`src/rtl/button_pkg.sv`:
```
// -----------------------------------------------------------------------------
// button_pkg
// Shared types and default parameter values for the multi-channel button
// synchroniser/debouncer (button_chan, button_sync_multi).
//
// Contents:
//   btn_state_t          per-channel debounce FSM state
//   DEF_*                default values for the block parameters
// -----------------------------------------------------------------------------
package button_pkg;

    typedef enum logic [2:0] {
        IDLE      = 3'd0,
        DEB_PRESS = 3'd1,
        PULSE     = 3'd2,
        HELD      = 3'd3,
        DEB_REL   = 3'd4
    } btn_state_t;

    localparam int unsigned DEF_N_CH            = 4;
    localparam int unsigned DEF_SYNC_STAGES     = 2;
    localparam int unsigned DEF_DEBOUNCE_CYCLES = 16;
    localparam int unsigned DEF_REPEAT_DELAY    = 1000;
    localparam int unsigned DEF_REPEAT_PERIOD   = 250;

endpackage

```
`src/rtl/button_chan.sv`:
```
// -----------------------------------------------------------------------------
// button_chan
// One push-button channel: SYNC_STAGES-deep synchroniser, press/release
// debounce FSM, one-cycle press pulse, held level and one-cycle release pulse.
// All outputs come from flops (FSM state or pulse register); there is no
// combinational path from btn_i to any output.
//
// Optional build macro: BUTTON_SYNC_REPEAT_EN
//   defined   - auto-repeat press pulses while the button stays held
//               (first after REPEAT_DELAY held cycles, then every
//               REPEAT_PERIOD cycles)
//   undefined - press_o pulses once per accepted press; REPEAT_* unused
//
// Ports:
//   Clk      in   system clock, all state on posedge
//   Rst_n    in   asynchronous active-low reset
//   btn_i    in   raw, unregistered button level (active-high)
//   press_o  out  one-cycle pulse per accepted press (plus auto-repeat)
//   held_o   out  high from accepted press until accepted release
//   rel_o    out  one-cycle pulse per accepted release
// -----------------------------------------------------------------------------
module button_chan
    import button_pkg::*;
#(
    parameter int unsigned SYNC_STAGES     = DEF_SYNC_STAGES,
    parameter int unsigned DEBOUNCE_CYCLES = DEF_DEBOUNCE_CYCLES,
    parameter int unsigned REPEAT_DELAY    = DEF_REPEAT_DELAY,
    parameter int unsigned REPEAT_PERIOD   = DEF_REPEAT_PERIOD
) (
    input  logic Clk,
    input  logic Rst_n,
    input  logic btn_i,
    output logic press_o,
    output logic held_o,
    output logic rel_o
);

    localparam int unsigned CNT_W = $clog2(DEBOUNCE_CYCLES + 1);
    localparam logic [CNT_W-1:0] DEB_LAST = CNT_W'(DEBOUNCE_CYCLES - 1);

    if (SYNC_STAGES < 2 || DEBOUNCE_CYCLES < 1 || REPEAT_DELAY < 1 || REPEAT_PERIOD < 1) begin : g_bad_params
        $error("button_chan: invalid parameter set");
    end

    logic [SYNC_STAGES-1:0] sync_q;
    logic                   bsync;
    btn_state_t             state_q, state_d;
    logic [CNT_W-1:0]       cnt_q, cnt_d;
    logic                   rel_q, rel_d;
    logic                   rep_bo;

    // ---- synchroniser: bit 0 is the metastability-exposed flop ----
    always_ff @(posedge Clk or negedge Rst_n) begin
        if (!Rst_n) begin
            sync_q <= '0;
        end else begin
            sync_q <= {sync_q[SYNC_STAGES-2:0], btn_i};
        end
    end

    assign bsync = sync_q[SYNC_STAGES-1];

    // ---- debounce FSM ----
    always_comb begin
        state_d = state_q;
        cnt_d   = cnt_q;
        rel_d   = 1'b0;
        case (state_q)
            IDLE: begin
                if (bsync) begin
                    state_d = DEB_PRESS;
                    cnt_d   = '0;
                end
            end
            DEB_PRESS: begin
                if (!bsync) begin
                    state_d = IDLE;
                end else if (cnt_q == DEB_LAST) begin
                    state_d = PULSE;
                end else begin
                    cnt_d = cnt_q + 1'b1;
                end
            end
            PULSE: begin
                if (bsync) begin
                    state_d = HELD;
                end else begin
                    state_d = DEB_REL;
                    cnt_d   = '0;
                end
            end
            HELD: begin
                if (!bsync) begin
                    state_d = DEB_REL;
                    cnt_d   = '0;
                end
            end
            DEB_REL: begin
                if (bsync) begin
                    // bounce during release: stay held, no new press pulse
                    state_d = HELD;
                end else if (cnt_q == DEB_LAST) begin
                    state_d = IDLE;
                    rel_d   = 1'b1;
                end else begin
                    cnt_d = cnt_q + 1'b1;
                end
            end
            default: begin
                state_d = IDLE;
                cnt_d   = '0;
            end
        endcase
    end

    always_ff @(posedge Clk or negedge Rst_n) begin
        if (!Rst_n) begin
            state_q <= IDLE;
            cnt_q   <= '0;
            rel_q   <= 1'b0;
        end else begin
            state_q <= state_d;
            cnt_q   <= cnt_d;
            rel_q   <= rel_d;
        end
    end

`ifdef BUTTON_SYNC_REPEAT_EN
    localparam int unsigned REP_MAX = (REPEAT_DELAY > REPEAT_PERIOD) ? REPEAT_DELAY : REPEAT_PERIOD;
    localparam int unsigned REP_W   = $clog2(REP_MAX + 1);
    localparam logic [REP_W-1:0] REP_DELAY_C  = REP_W'(REPEAT_DELAY);
    localparam logic [REP_W-1:0] REP_PERIOD_C = REP_W'(REPEAT_PERIOD);

    logic [REP_W-1:0] rep_cnt_q, rep_cnt_d;
    logic             rep_first_q, rep_first_d;
    logic             rep_pulse_q, rep_pulse_d;

    // ---- auto-repeat: counts held cycles, frozen while release is debounced ----
    always_comb begin
        rep_cnt_d   = rep_cnt_q;
        rep_first_d = rep_first_q;
        rep_pulse_d = 1'b0;
        if (state_d == PULSE || state_q == IDLE) begin
            rep_cnt_d   = '0;
            rep_first_d = 1'b0;
        end else if ((state_q == PULSE || state_q == HELD) && bsync) begin
            // rep_first_q set once the initial delay has elapsed
            if (rep_cnt_q + 1'b1 == (rep_first_q ? REP_PERIOD_C : REP_DELAY_C)) begin
                rep_pulse_d = 1'b1;
                rep_cnt_d   = '0;
                rep_first_d = 1'b1;
            end else begin
                rep_cnt_d = rep_cnt_q + 1'b1;
            end
        end
    end

    always_ff @(posedge Clk or negedge Rst_n) begin
        if (!Rst_n) begin
            rep_cnt_q   <= '0;
            rep_first_q <= 1'b0;
            rep_pulse_q <= 1'b0;
        end else begin
            rep_cnt_q   <= rep_cnt_d;
            rep_first_q <= rep_first_d;
            rep_pulse_q <= rep_pulse_d;
        end
    end

    assign rep_bo = rep_pulse_q;
`else
    assign rep_bo = 1'b0;
`endif

    // ---- registered outputs, decoded from state; invalid encodings decode to 0 ----
    assign press_o = (state_q == PULSE) || rep_bo;
    assign held_o  = (state_q == PULSE) || (state_q == HELD) || (state_q == DEB_REL);
    assign rel_o   = rel_q;

endmodule

```
`src/rtl/button_sync_multi.sv`:
```
// -----------------------------------------------------------------------------
// button_sync_multi
// Multi-channel push-button front end: one button_chan per input bit, all
// channels fully independent, sharing a single clock and reset.
//
// Optional build macro: BUTTON_SYNC_REPEAT_EN (auto-repeat press pulses while
// a button is held; see button_chan).
//
// Ports:
//   Clk    in   1     system clock
//   Rst_n  in   1     asynchronous active-low reset
//   Bis    in   N_CH  raw button levels, active-high, unregistered
//   Bo     out  N_CH  one-cycle press pulse per accepted press (and repeat)
//   Held   out  N_CH  high from accepted press until accepted release
//   Rel    out  N_CH  one-cycle pulse per accepted release
// -----------------------------------------------------------------------------
module button_sync_multi
    import button_pkg::*;
#(
    parameter int unsigned N_CH            = DEF_N_CH,
    parameter int unsigned SYNC_STAGES     = DEF_SYNC_STAGES,
    parameter int unsigned DEBOUNCE_CYCLES = DEF_DEBOUNCE_CYCLES,
    parameter int unsigned REPEAT_DELAY    = DEF_REPEAT_DELAY,
    parameter int unsigned REPEAT_PERIOD   = DEF_REPEAT_PERIOD
) (
    input  logic            Clk,
    input  logic            Rst_n,
    input  logic [N_CH-1:0] Bis,
    output logic [N_CH-1:0] Bo,
    output logic [N_CH-1:0] Held,
    output logic [N_CH-1:0] Rel
);

    for (genvar i = 0; i < N_CH; i++) begin : g_ch
        button_chan #(
            .SYNC_STAGES    (SYNC_STAGES),
            .DEBOUNCE_CYCLES(DEBOUNCE_CYCLES),
            .REPEAT_DELAY   (REPEAT_DELAY),
            .REPEAT_PERIOD  (REPEAT_PERIOD)
        ) u_chan (
            .Clk    (Clk),
            .Rst_n  (Rst_n),
            .btn_i  (Bis[i]),
            .press_o(Bo[i]),
            .held_o (Held[i]),
            .rel_o  (Rel[i])
        );
    end

endmodule

```
`config.mk`:
```
export PLATFORM = sky130hd
export DESIGN_NAME = button_sync_multi
export DESIGN_NICKNAME = d
export VERILOG_FILES = /design/src/rtl/button_pkg.sv /design/src/rtl/button_chan.sv /design/src/rtl/button_sync_multi.sv
export SDC_FILE = /design/constraint.sdc
export NUM_CORES = 1
export LEC_CHECK = 0
export CORE_MARGIN = 4
export CORE_UTILIZATION = 30
export CTS_CLUSTER_DIAMETER = 50
export DETAILED_ROUTE_END_ITERATION = 10
export GPL_ROUTABILITY_DRIVEN = 0
export MAX_ROUTING_LAYER = met4
export PLACE_DENSITY = 0.43
export SLEW_MARGIN = 20
export SYNTH_ARGS = -nofsm -noshare
export SYNTH_HDL_FRONTEND = slang
export SYNTH_SLANG_ARGS = --single-unit
export TNS_END_PERCENT = 20
```
`constraint.sdc`:
```
create_clock -name Clk -period 4.34 [get_ports Clk]
set_input_delay 0.868 -clock Clk [delete_from_list [all_inputs] [get_ports Clk]]
set_output_delay 0.868 -clock Clk [all_outputs]
set_load 0.02 [all_outputs]
```
==> impl_metrics.env <==
export IMPL_p_leak_nw=1.14
export IMPL_grt_overflow=0
export IMPL_fin_crit_ns=2.70
export IMPL_reg2regPathDepth=7
export IMPL_clockRootBuffer="clkbuf_8"
export IMPL_fin_ws_ns=1.64
export IMPL_synth_seq_cells=44
export IMPL_start_kind="flip-flop"
export IMPL_rrSetupSlack_ns=2.10
export IMPL_cts_resized=0
export IMPL_avgSynthCellArea_um2=10.1
export IMPL_placed_cells=340
export IMPL_clk_pin_slew_worst_paths_ns=0.08
export IMPL_antenna_found_initial=0
export IMPL_synth_most_common_cell="dfrtp_1"
export IMPL_io_buffers=17
export IMPL_die_h_um=98.3
export IMPL_routed_via_density=4.80
export IMPL_core_um2=7850
export IMPL_power_density_nw_per_um2=328
export IMPL_dieWidth_um=98.3
export IMPL_fillers=825
export IMPL_path_class="reg2out"
export IMPL_crit_start="g_ch[2].u_chan.state_q[0]"
export IMPL_peakVddDrop_uv=181
export IMPL_fin_cells=347
export IMPL_synth_area_um2=2450
export IMPL_synth_common_cells="dfrtp_1 (44), nor2_1 (19), inv_1 (14), buf_4 (12), ha_1 (12)"
export IMPL_drtIter0Drc=35
export IMPL_utilization_pct=34.5
export IMPL_regToRegStartpoint="g_ch[0].u_chan.cnt_q[0]"
export IMPL_place_ws_ns=1.95
export IMPL_seq_area_frac_synth_pct=45.0
export IMPL_synthArstFlopShare_pct=100
export IMPL_dp_hpwl_um=2920
export IMPL_yosysTopAreaCell="dfrtp_1"
export IMPL_wl_um=4300
export IMPL_critPathRequiredTime_ns=3.47
export IMPL_worstSkewPairLatency_ns=0.29
export IMPL_clockBufferDepth=2
export IMPL_setup_tns_ns=0
export IMPL_post_cts_buffers=0
export IMPL_drv_slew=0
export IMPL_pin_count=18
export IMPL_drc=0
export IMPL_reg2reg_to="g_ch[0].u_chan.cnt_q[0]"
export IMPL_status="finished clean"
export IMPL_antenna_left=0
export IMPL_synth_cell_types=43
export IMPL_whs_path_depth=0
export IMPL_dieArea_um2=9670
export IMPL_cp_endpoint="Held[2]"
export IMPL_grt_max_degree=45
export IMPL_initial_core_util_pct=31.2
export IMPL_ys_warnings_count=0
export IMPL_rows=32
export IMPL_grt_setup_unrepaired="no"
export IMPL_wl_per_cell_um=12.4
export IMPL_netlist_instances=243
export IMPL_synth_edf_count=0
export IMPL_max_slew_margin_pct=61.8
export IMPL_setup_violations=0
export IMPL_critPathMaxFanout=9
export IMPL_yosys_top_cells_area="dfrtp_1 (45%), ha_1 (6.1%), buf_4 (3.7%), nor2_1 (2.9%), mux2_1 (2.8%)"
export IMPL_num_nets_final=263
export IMPL_cts_hold_buf=0
export IMPL_min_from="g_ch[3].u_chan.sync_q[0]"
export IMPL_ys_flop_type="dfrtp_1"
export IMPL_grt_pass1_wl_um=7820
export IMPL_grt_usage_pct=9.92
export IMPL_grt_pass1_vias=1655
export IMPL_whs_ns=0.355
export IMPL_antennaDiodeCount=0
export IMPL_cp_end_kind="output port"
export IMPL_numCtsBuffers=5
export IMPL_hold_violations=0
export IMPL_fin_skew_ns=0.00746
export IMPL_fmax_ghz=0.371
export IMPL_drv_cap=0
export IMPL_min_period_over_period_pct=62.2
export IMPL_tightest_slew_ns=0.573
export IMPL_synth_top_area_share_pct=45.0
export IMPL_syn_nets=261
export IMPL_syn_to_final_growth_pct=10.5
export IMPL_firstDrtPassIters=4
export IMPL_via_count=1667
export IMPL_drive_gt1_share_pct=7.35
export IMPL_cts_sinks=44
export IMPL_htreeDepth=2
export IMPL_crit_arrival_ns=1.83
export IMPL_cts_tree="built"
export IMPL_min_path_type="reg2reg"
==> worst max-delay path, stage by stage (launching register included) <==
cell and delay [ns]:
dfrtp_1 0.48, nand2b_1 0.27, o21ai_0 0.18, clkdlybuf4s50_1 0.62
==> cells by family (layout without fill, tap and decap cells) <==
group | count (synthesis) | in the layout | synth area share, %
and+or+nand+nor | 83 | 83 | 19.0
AOI/OAI and AO/OA | 51 | 51 | 15.5
xor gates and xnor gates | 4 | 4 | 1.43
buffers and inverters | 37 | 39 | 7.82
adders and majority gates | 12 | 12 | 6.13
DFF | 44 | 44 | 45.0
muxes | 12 | 12 | 5.21
==> worst min path at each step <==
stage / end / slack, ns
floorplan: g_ch[0].u_chan.sync_q[1] / 0.33
global placement: g_ch[0].u_chan.sync_q[1] / 0.34
detailed placement: g_ch[3].u_chan.sync_q[1] / 0.34
CTS: g_ch[3].u_chan.sync_q[1] / 0.36
global route: g_ch[2].u_chan.sync_q[1] / 0.37
finish: g_ch[3].u_chan.sync_q[1] / 0.36
==> routing by layer <==
metal	share of wire (%)	vias to the layer above	track usage, %
met2	47	25	14.7
met4	0.53	0	3.15
met1	49	785	13.4
li1	-	855	-
met5	0	-	-
met3	3.2	2	2.36
==> report_power, final <==
group          switching (mW)  internal (mW)
logic                  0.0513         0.0564
clock network           0.134          0.142
registers              0.0465          0.456
total                   0.232          0.654
==> layout make-up <==
type | count | area (um^2) | area share, %
multi-input combinational | 162 | 1160 | 42.7
sequential | 44 | 1100 | 40.7
timing repair buffer | 17 | 168 | 6.20
tap | 102 | 128 | 4.72
clock buffer | 7 | 96.3 | 3.56
inverter | 15 | 56.3 | 2.08
==> sequential cells by signal, summed over array words and instances (netlist names) <==
| signal | cells |
|---|---|
| g_ch.u_chan.state_q | 12 |
| g_ch.u_chan.sync_q | 8 |
| g_ch.u_chan.cnt_q | 20 |
| g_ch.u_chan.rel_o | 4 |
==> layout by cell type, fill, tap and decap left out, types with 4 or more instances in the layout <==
cell	netlist	final
ha_1	12	12
nand2_1	8	8
nor2b_1	4	4
dfrtp_1	44	44
mux2i_1	6	6
nand3_1	8	8
o22ai_1	9	9
and2_1	7	7
nor2_1	19	19
or4_1	4	4
a21oi_1	10	10
nand2b_1	6	6
nor4b_1	6	6
a21boi_1	4	4
or3_1	5	5
and3_1	5	5
mux2_1	6	6
o21ai_0	5	5
clkdlybuf4s50_1	0	16
inv_1	14	14
clkbuf_8	0	7
==> metrics by stage <==
step                power, mW  cell area (um^2)
floorplan               0.583              2450
global route            0.948              2710
global placement        0.619              2610
CTS                     0.903              2700
detailed placement      0.620              2610
finish                  0.886              2710
(Power assumes the default switching activity.)
